`config.mk`:
```
export PLATFORM = sky130hd
export DESIGN_NAME = ssd_scan_controller
export DESIGN_NICKNAME = d
export VERILOG_FILES = /design/src/rtl/ssd_pkg.sv /design/src/rtl/ssd_refresh_timer.sv /design/src/rtl/ssd_scan_controller.sv
export SDC_FILE = /design/constraint.sdc
export NUM_CORES = 1
export LEC_CHECK = 0
export CELL_PAD_IN_SITES_DETAIL_PLACEMENT = 0
export CELL_PAD_IN_SITES_GLOBAL_PLACEMENT = 2
export CORE_ASPECT_RATIO = 0.7
export CORE_MARGIN = 8
export CORE_UTILIZATION = 41
export CTS_BUF_LIST = sky130_fd_sc_hd__clkbuf_4
export CTS_CLUSTER_DIAMETER = 120
export DETAILED_ROUTE_END_ITERATION = 6
export PLACE_DENSITY = 0.95
export SLEW_MARGIN = 25
export SYNTH_ARGS = -nofsm -noshare
export SYNTH_HDL_FRONTEND = slang
export SYNTH_SLANG_ARGS = --single-unit
```
`constraint.sdc`:
```
create_clock -name clk -period 3.37 [get_ports clk]
set_input_delay 0.674 -clock clk [delete_from_list [all_inputs] [get_ports clk]]
set_output_delay 0.674 -clock clk [all_outputs]
set_load 0.005 [all_outputs]
```
`src/rtl/ssd_pkg.sv`:
```
// Shared types and constants for the seven-segment scan controller.
package ssd_pkg;

    // Per-cycle scan state: dark, anti-ghost blank window, or driving a digit
    typedef enum logic [1:0] {
        OFF   = 2'd0,
        BLANK = 2'd1,
        DRIVE = 2'd2
    } scan_state_t;

    localparam int NIBBLE_W   = 4;
    localparam int MAX_DIGITS = 32;

    // All anodes released; callers slice it down to their own digit count
    localparam logic [MAX_DIGITS-1:0] ANODE_OFF = '1;

endpackage

```
`src/rtl/ssd_refresh_timer.sv`:
```
// Slot timer: counts cycles within a digit slot and steps the selected digit.
// wrap is high on the cycle whose closing edge takes sel back to slot 0.
module ssd_refresh_timer
    import ssd_pkg::*;
#(
    parameter int NUM_DIGITS  = 4,
    parameter int REFRESH_DIV = 100000,
    parameter int CW          = $clog2(REFRESH_DIV),
    parameter int SW          = $clog2(NUM_DIGITS)
) (
    input  logic          clk,
    input  logic          rst_n,
    input  logic          en,
    output logic [CW-1:0] cnt,
    output logic [SW-1:0] sel,
    output logic          wrap
);

    localparam logic [CW-1:0] CNT_LAST = CW'(REFRESH_DIV - 1);
    localparam logic [SW-1:0] SEL_LAST = SW'(NUM_DIGITS - 1);

    logic [CW-1:0] cnt_q, cnt_d;
    logic [SW-1:0] sel_q, sel_d;

    // Next count/slot; a disabled scan is parked at slot 0, count 0
    always_comb begin
        cnt_d = cnt_q;
        sel_d = sel_q;
        wrap  = 1'b0;
        if (!en) begin
            cnt_d = '0;
            sel_d = '0;
        end else if (cnt_q == CNT_LAST) begin
            cnt_d = '0;
            if (sel_q == SEL_LAST) begin
                sel_d = '0;
                wrap  = 1'b1;
            end else begin
                sel_d = sel_q + 1'b1;
            end
        end else begin
            cnt_d = cnt_q + 1'b1;
        end
    end

    // Counter and slot registers
    always_ff @(posedge clk or negedge rst_n) begin
        if (!rst_n) begin
            cnt_q <= '0;
            sel_q <= '0;
        end else begin
            cnt_q <= cnt_d;
            sel_q <= sel_d;
        end
    end

    assign cnt = cnt_q;
    assign sel = sel_q;

endmodule

```
`src/rtl/ssd_scan_controller.sv`:
```
// Multiplexes NUM_DIGITS hex digits onto a common-anode display with
// frame-coherent latching, leading-zero blanking and a per-slot blank window.
module ssd_scan_controller
    import ssd_pkg::*;
#(
    parameter int NUM_DIGITS   = 4,
    parameter int REFRESH_DIV  = 100000,
    parameter int BLANK_CYCLES = 16
) (
    input  logic                           clk,
    input  logic                           rst_n,
    input  logic                           en,
    input  logic [NUM_DIGITS*NIBBLE_W-1:0] digits_in,
    input  logic [NUM_DIGITS-1:0]          dp_in,
    input  logic                           blank_lz,
    output logic [NUM_DIGITS-1:0]          anode_n,
    output logic [NIBBLE_W-1:0]            digit,
    output logic                           dp_n,
    output logic                           frame_tick
);

    localparam int CW = $clog2(REFRESH_DIV);
    localparam int SW = $clog2(NUM_DIGITS);
    localparam logic [NUM_DIGITS-1:0] AN_OFF    = ANODE_OFF[NUM_DIGITS-1:0];
    localparam logic [NUM_DIGITS-1:0] AN_ONE    = NUM_DIGITS'(1);
    localparam logic [CW-1:0]         BLANK_END = CW'(BLANK_CYCLES);

    logic [CW-1:0] cnt;
    logic [SW-1:0] sel;
    logic          wrap;

    logic [NUM_DIGITS-1:0][NIBBLE_W-1:0] shadow_dig_q, shadow_dig_d;
    logic [NUM_DIGITS-1:0]               shadow_dp_q, shadow_dp_d;
    logic [NUM_DIGITS-1:0]               suppress;
    scan_state_t                         state;

    logic [NUM_DIGITS-1:0] anode_q, anode_d;
    logic [NIBBLE_W-1:0]   digit_q, digit_d;
    logic                  dp_n_q, dp_n_d;
    logic                  frame_tick_q, frame_tick_d;

    ssd_refresh_timer #(
        .NUM_DIGITS  (NUM_DIGITS),
        .REFRESH_DIV (REFRESH_DIV)
    ) u_timer (
        .clk   (clk),
        .rst_n (rst_n),
        .en    (en),
        .cnt   (cnt),
        .sel   (sel),
        .wrap  (wrap)
    );

    // Shadow captures inputs only at frame wrap (no tearing) or while idle
    always_comb begin
        shadow_dig_d = shadow_dig_q;
        shadow_dp_d  = shadow_dp_q;
        if (wrap || !en) begin
            shadow_dig_d = digits_in;
            shadow_dp_d  = dp_in;
        end
    end

    // Shadow registers
    always_ff @(posedge clk or negedge rst_n) begin
        if (!rst_n) begin
            shadow_dig_q <= '0;
            shadow_dp_q  <= '0;
        end else begin
            shadow_dig_q <= shadow_dig_d;
            shadow_dp_q  <= shadow_dp_d;
        end
    end

    // Digit i is a leading zero when it and every digit above it is 0 with no dp
    always_comb begin
        logic all_zero;
        suppress = '0;
        all_zero = 1'b1;
        for (int i = NUM_DIGITS - 1; i >= 1; i--) begin
            all_zero    = all_zero && (shadow_dig_q[i] == '0) && !shadow_dp_q[i];
            suppress[i] = blank_lz && all_zero;
        end
    end

    // Scan state is a pure function of this cycle's enable and slot count;
    // the counter is parked at 0 while disabled, so re-enable always enters BLANK
    always_comb begin
        state = OFF;
        if (en) state = (cnt < BLANK_END) ? BLANK : DRIVE;
    end

    // Output decode: drive the selected anode only in DRIVE and when not blanked
    always_comb begin
        anode_d      = AN_OFF;
        digit_d      = digit_q;
        dp_n_d       = 1'b1;
        frame_tick_d = wrap;
        if (state == DRIVE && !suppress[sel]) begin
            anode_d = ~(AN_ONE << sel);
            digit_d = shadow_dig_q[sel];
            dp_n_d  = ~shadow_dp_q[sel];
        end
    end

    // Output registers; async reset darkens the display immediately
    always_ff @(posedge clk or negedge rst_n) begin
        if (!rst_n) begin
            anode_q      <= AN_OFF;
            digit_q      <= '0;
            dp_n_q       <= 1'b1;
            frame_tick_q <= 1'b0;
        end else begin
            anode_q      <= anode_d;
            digit_q      <= digit_d;
            dp_n_q       <= dp_n_d;
            frame_tick_q <= frame_tick_d;
        end
    end

    assign anode_n    = anode_q;
    assign digit      = digit_q;
    assign dp_n       = dp_n_q;
    assign frame_tick = frame_tick_q;

endmodule

```
# Word level (Yosys, flattened, before mapping)
# Cells that the tools add are included.
[op_classes]
muxes = 18
magnitude_cmp = 2
shift = 1
n_eq_ne = 4
addsub = 2
n_bitwise = 2
reduce_logical = 18
[ops]
columns = ["op", "count"]
rows = [
  ["two-way mux 17 bit", 2],
  ["adder 17 x 1 -> 17 bit (second input constant)", 1],
  ["equality test 17 bit (second input constant)", 1],
  ["less-than comparator 17 x 5 -> 1 bit (second input constant)", 1],
  ["logical NOT 4 bit", 3],
  ["two-way mux 2 bit", 5],
  ["logical AND 1 bit", 9],
  ["binary-select mux 4 bit (select 2 bit)", 1],
  ["two-way mux 4 bit", 2],
  ["two-way mux 1 bit", 6],
  ["logical NOT 1 bit", 5],
  ["binary-select mux 1 bit (select 2 bit)", 2],
  ["equality test 2 bit (second input constant)", 2],
  ["inverter 4 bit", 1],
  ["left shift 1 x 2 -> 4 bit (first input constant)", 1],
  ["less-than comparator 2 x 3 -> 1 bit (second input constant)", 1],
  ["adder 2 x 1 -> 2 bit (second input constant)", 1],
  ["!= test 2 x 1 -> 1 bit (second input constant)", 1],
  ["logical OR 1 bit", 1],
  ["inverter 1 bit", 1],
]
[word_totals]
in_bits = 24
out_inout_bits = 10
regBits = 49

# Longest topological paths before layout
[logic_depth]
depth_word = 12
ltp_mapped = 6
mapped_depth_nobuf = 5

# Hierarchy
# Synthesis repeated with hierarchy kept, for this count alone.
[unflattened]
cells_unflattened = 200
area_unflattened_um2 = 2406.1
[modules_own_cells]
columns = ["mod", "seq_area_each_um2", "cells_each", "area_per_inst_um2", "instances"]
rows = [
  ["ssd_scan_controller", 757.0, 102, 1400.1, 1],
  ["ssd_refresh_timer", 475.5, 98, 1006.0, 1],
]

# Least setup slack after synthesis
# OpenSTA, ideal clock, no wires.
[synth_timing]
path_type = "reg2reg"
start = "reg u_timer.cnt_q[5], in the netlist u_timer.cnt[5]"
end = "reg shadow_dig_q[0] (netlist name)"
setup_slack_ns = 1.238
path_stages_with_launch = 7
t_required_ns = 3.245
t_arrival_ns = 2.007
path_cell_list = "dfrtp_1 > buf_6 > or4b_4 > nor4_4 > a21o_4 > buf_12 > mux2_4"
[synth_via]
elab_chain_cells = 4
[synth_lines]
columns = ["item", "line", "rtl"]
rows = [
  ["start, declared", "ssd_refresh_timer.sv:22", "logic [CW-1:0] cnt_q, cnt_d;"],
  ["start signal, assigned", "ssd_refresh_timer.sv:52", "cnt_q <= cnt_d;"],
  ["equality test 17 bit", "ssd_refresh_timer.sv:33", "end else if (cnt_q == CNT_LAST) begin"],
  ["two-way mux 1 bit", "ssd_refresh_timer.sv:33", ""],
  ["two-way mux 1 bit", "ssd_refresh_timer.sv:30", "if (!en) begin"],
  ["logical OR 1 bit", "ssd_scan_controller.sv:58", "if (wrap || !en) begin"],
  ["end signal, assigned", "ssd_scan_controller.sv:70", "shadow_dig_q <= shadow_dig_d;"],
  ["end, declared", "ssd_scan_controller.sv:32", "logic [NUM_DIGITS-1:0][NIBBLE_W-1:0] shadow_dig_q, shadow_dig_d;"],
]
# No other way between the ends.
# A chain may end at the register's enable or synchronous reset.

# Worst setup path after layout
[layout_timing]
start = "reg u_timer.cnt_q[6], in the netlist u_timer.cnt[6]"
end = "reg shadow_dig_q[1] (netlist name)"
# The elaborated chain is that of the path after synthesis.

==> metrics.md <==
| Metric | Value |
|---|---|
| Status | complete, no violations |
| Final slew viol count | 0 |
| Max stage delay on crit path | 0.59 ns |
| Adder-Cell Fraction of Synth Area | 2.538% |
| Critical path's slowest cell | or4b_4 |
| CP Launch Point | u_timer.cnt[6] |
| Starting DRC count in detailed routing | 104 |
| Post-CTS sizing | 0 |
| CP arrival | 2.58 ns |
| CTS hold repair buffers | 0 |
| Num CTS Buffers | 5 |
| Ports | 34 |
| Post-CTS Setup Bufs | 0 |
| Synth area leader | dfrtp_1 |
| Mapped cell area | 2465 um^2 |
| CTS tree | yes |
| Endpoints failing setup | 0 |
| Most frequent cells after synthesis | 44 x dfrtp_1, 20 x mux2_4, 17 x nor2_1 |
| IO Port Bufs | 33 |
| Achievable Freq | 428.6 MHz |
| R2R cell count | 4 |
| Hold crit path type | in -> async |
| Most common cell in the netlist | dfrtp_1 |
| RR Startpoint | u_timer.cnt[6] |
| Root Buffer | clkbuf_4 |
| Vias per cell | 5.234 |
| Htree depth | 2 |
| Syn Area/Cell | 12.45 um^2 |
| Clock sinks | 49 |
| Core Area | 5756 um^2 |
| Row cnt | 23 |
| Largest net degree at the start of global routing | 50 |
| Initial Utilization | 42.83% |
| Seq/Total Area, Yosys | 50.00% |
| Primary FF master, synth | dfrtp_1 |
| Total GRT Usage | 11.66% |
| Maximum VDD drop | 0.2206 mV |
| CP endpoint kind | flip-flop |
| Fraction of layout cells with a size suffix above 1 | 21.03% |
| Main combinational cell family by area after synthesis | simple AND/OR/NAND/NOR gates |
| First-pass iteration count of the detailed router | 4 |
| GRT overflow | 0 |
| Synth Area in Simple Gates | 18.12% |
| DP Area | 2824 um^2 |
| Final instance area | 2904 um^2 |
| Synth Register Bits | 49 |
| CP top delay family | simple AND/OR/NAND/NOR gates |
| Clock Tree Buf Depth | 2 |
| Worst-path maximum fanout | 20 |
| Pwr Total | 1.114 mW |
| Worst R2R End | shadow_dig_q[1] |
| Critical path data required time | 3.62 ns |
| Skew-Pair Late Insertion Delay | 0.36 ns |
| Synth top area share | 44.67% |
| Die ar. | 8789 um^2 |
| Final Cycle Share | 69.23% |
| Via count | 1,612 |
| Area growth syn-to-layout | 17.82% |
| Clk_skew | 0.01132 ns |
| Leakage | 1.202 nW |
| Post-route DRC | 0 |
| Hold_ws | 0.3077 ns |
| Detailed-placement wirelength estimate | 3622 um |
| Fin nets | 261 |
| Post-DR wirelength/cell | 15.69 um |
| FFs w/ async S/R, synth | 100.0% |
| RSZ-0062 raised after global routing | false |
| Max Cap Viol | 0 |
| Synth top area cells | dfrtp_1 45%, mux2_4 12%, dfstp_2 5.3% |
| Setup total negative slack | 0 ns |
| Tmin final | 2.333 ns |
| Critical-path cell list | or4b_4, nor4_4, a21o_4, mux2_4 |
| # diodes | 0 |
| Final number of hold-violating endpoints | 0 |
| Post-route antenna net violation count | 0 |
| Post-synth EDFFs | 0 |
| Slew @ Worst Pin | 0.8619 ns |
| Last element of the critical path | shadow_dig_q[1] |
| Critical path launch point type | flip-flop |
| Initial antenna violation count | 0 |
| Cell Count Post-Placement | 300 |
| RD Place Congestion | 0.8171 |
| First-pass GRT wire length | 8017 um |
| Post-synthesis mux area share | 17.56% |
| Die Y | 80.87 um |
| Die X | 108.7 um |
| Distinct cells, synth | 35 |
| Synth Instances | 198 |
| Max-slew headroom | 42.01% |
| Vias in the first global route | 1,550 |
| R2R Setup Slk | 1.04 ns |
| Non-filler cells, final | 308 |
| Buf/Inv on CP | 0 |
| Clock slew at reported path FFs | 0.14 ns |
| PD cells | 383.7 nW/um^2 |
| Total wire length | 4832 um |
| Xor/xnor share of the synthesized area | 4.264% |
| Syn nets | 227 |
| Total of fill cells in the finished design | 526 |
| Syn. warnings | 0 |
| CP Class | reg -> reg |
| Cell count along the critical path | 4 |
| Compound-cell area share of the yosys netlist | 3.909% |
==> layout by cell type, fill, tap and decap left out, types with 3 or more instances in the layout <==
| master | Yosys | routed |
|---|---|---|
| clkdlybuf4s50_1 | 0 | 32 |
| xnor2_1 | 5 | 5 |
| o21ai_0 | 4 | 4 |
| nand2b_1 | 5 | 5 |
| nor3_1 | 5 | 5 |
| nor2_1 | 17 | 17 |
| or3_1 | 4 | 4 |
| or4_1 | 3 | 3 |
| clkbuf_4 | 0 | 6 |
| xor2_1 | 7 | 7 |
| inv_1 | 3 | 3 |
| mux4_2 | 5 | 5 |
| mux2_4 | 20 | 20 |
| dfrtp_1 | 44 | 44 |
| nand2_1 | 11 | 11 |
| nor4_1 | 5 | 5 |
| buf_4 | 0 | 3 |
| nand3_1 | 13 | 13 |
| nand4_1 | 6 | 6 |
| dfstp_2 | 5 | 5 |
| o211ai_1 | 4 | 4 |
| ha_1 | 5 | 5 |
| a21oi_1 | 3 | 3 |
==> kinds of logic (layout without fill, tap and decap cells) <==
logic type | after synthesis | in the layout
xor gates and xnor gates | 12 | 12
buffers and inverters | 11 | 46
adders and majority gates | 5 | 5
DFF | 49 | 49
and+or+nand+nor | 80 | 80
muxes | 27 | 27
AOI/OAI and AO/OA | 14 | 14
==> per-stage QoR <==
stage	utilization, %	setup slack, ns
floorplan	-	1.238
global placement	49.02	0.9411
detailed placement	49.07	0.8576
CTS	50.46	1.032
global route	50.46	0.9621
finish	50.46	1.037
==> cell type report <==
cell class	instances	area, um^2	area share (%)
well taps	75	93.84	3.231
flip-flops and latches	49	1232	42.44
inverters	3	11.26	0.3878
clock inverters	2	35.03	1.206
clock buffers	6	45.04	1.551
multi-input cells	138	1144	39.38
repair buffers	35	342.8	11.81
==> report_power, final <==
group,internal [mW],switching (mW)
clock,0.164,0.180
combinational,0.0824,0.0424
sequential,0.620,0.0264
total,0.866,0.249
==> sequential cells by signal (all words and copies together) (netlist names) <==
name,cells
shadow_dp_q,4
anode_n,4
shadow_dig_q,16
digit,4
u_timer.cnt,17
dp_n,1
u_timer.sel,2
frame_tick,1
==> how the worst min path moves through the flow <==
stage | from | end | slack, ns | depth (start not counted)
final | rst_n | shadow_dp_q[1] | 0.31 | 1
after global routing | rst_n | u_timer.sel[1] | 0.33 | 1
after CTS | rst_n | shadow_dp_q[1] | 0.33 | 1
after detailed placement | u_timer.cnt[0] | u_timer.cnt[0] | 0.45 | 1
after global placement | u_timer.cnt[0] | u_timer.cnt[0] | 0.46 | 1
after floorplan | rst_n | digit[0] | 0.38 | 0
==> metal layers <==
| metal | share of wire (%) | up-vias | global-route usage [%] |
|---|---|---|---|
| met1 | 55 | 786 | 18.67 |
| met3 | 4.7 | 2 | 2.767 |
| met4 | 0.87 | 0 | 4.354 |
| li1 | - | 786 | - |
| met2 | 40 | 38 | 14.22 |
| met5 | 0 | - | 0 |
(Power assumes the default switching activity.)
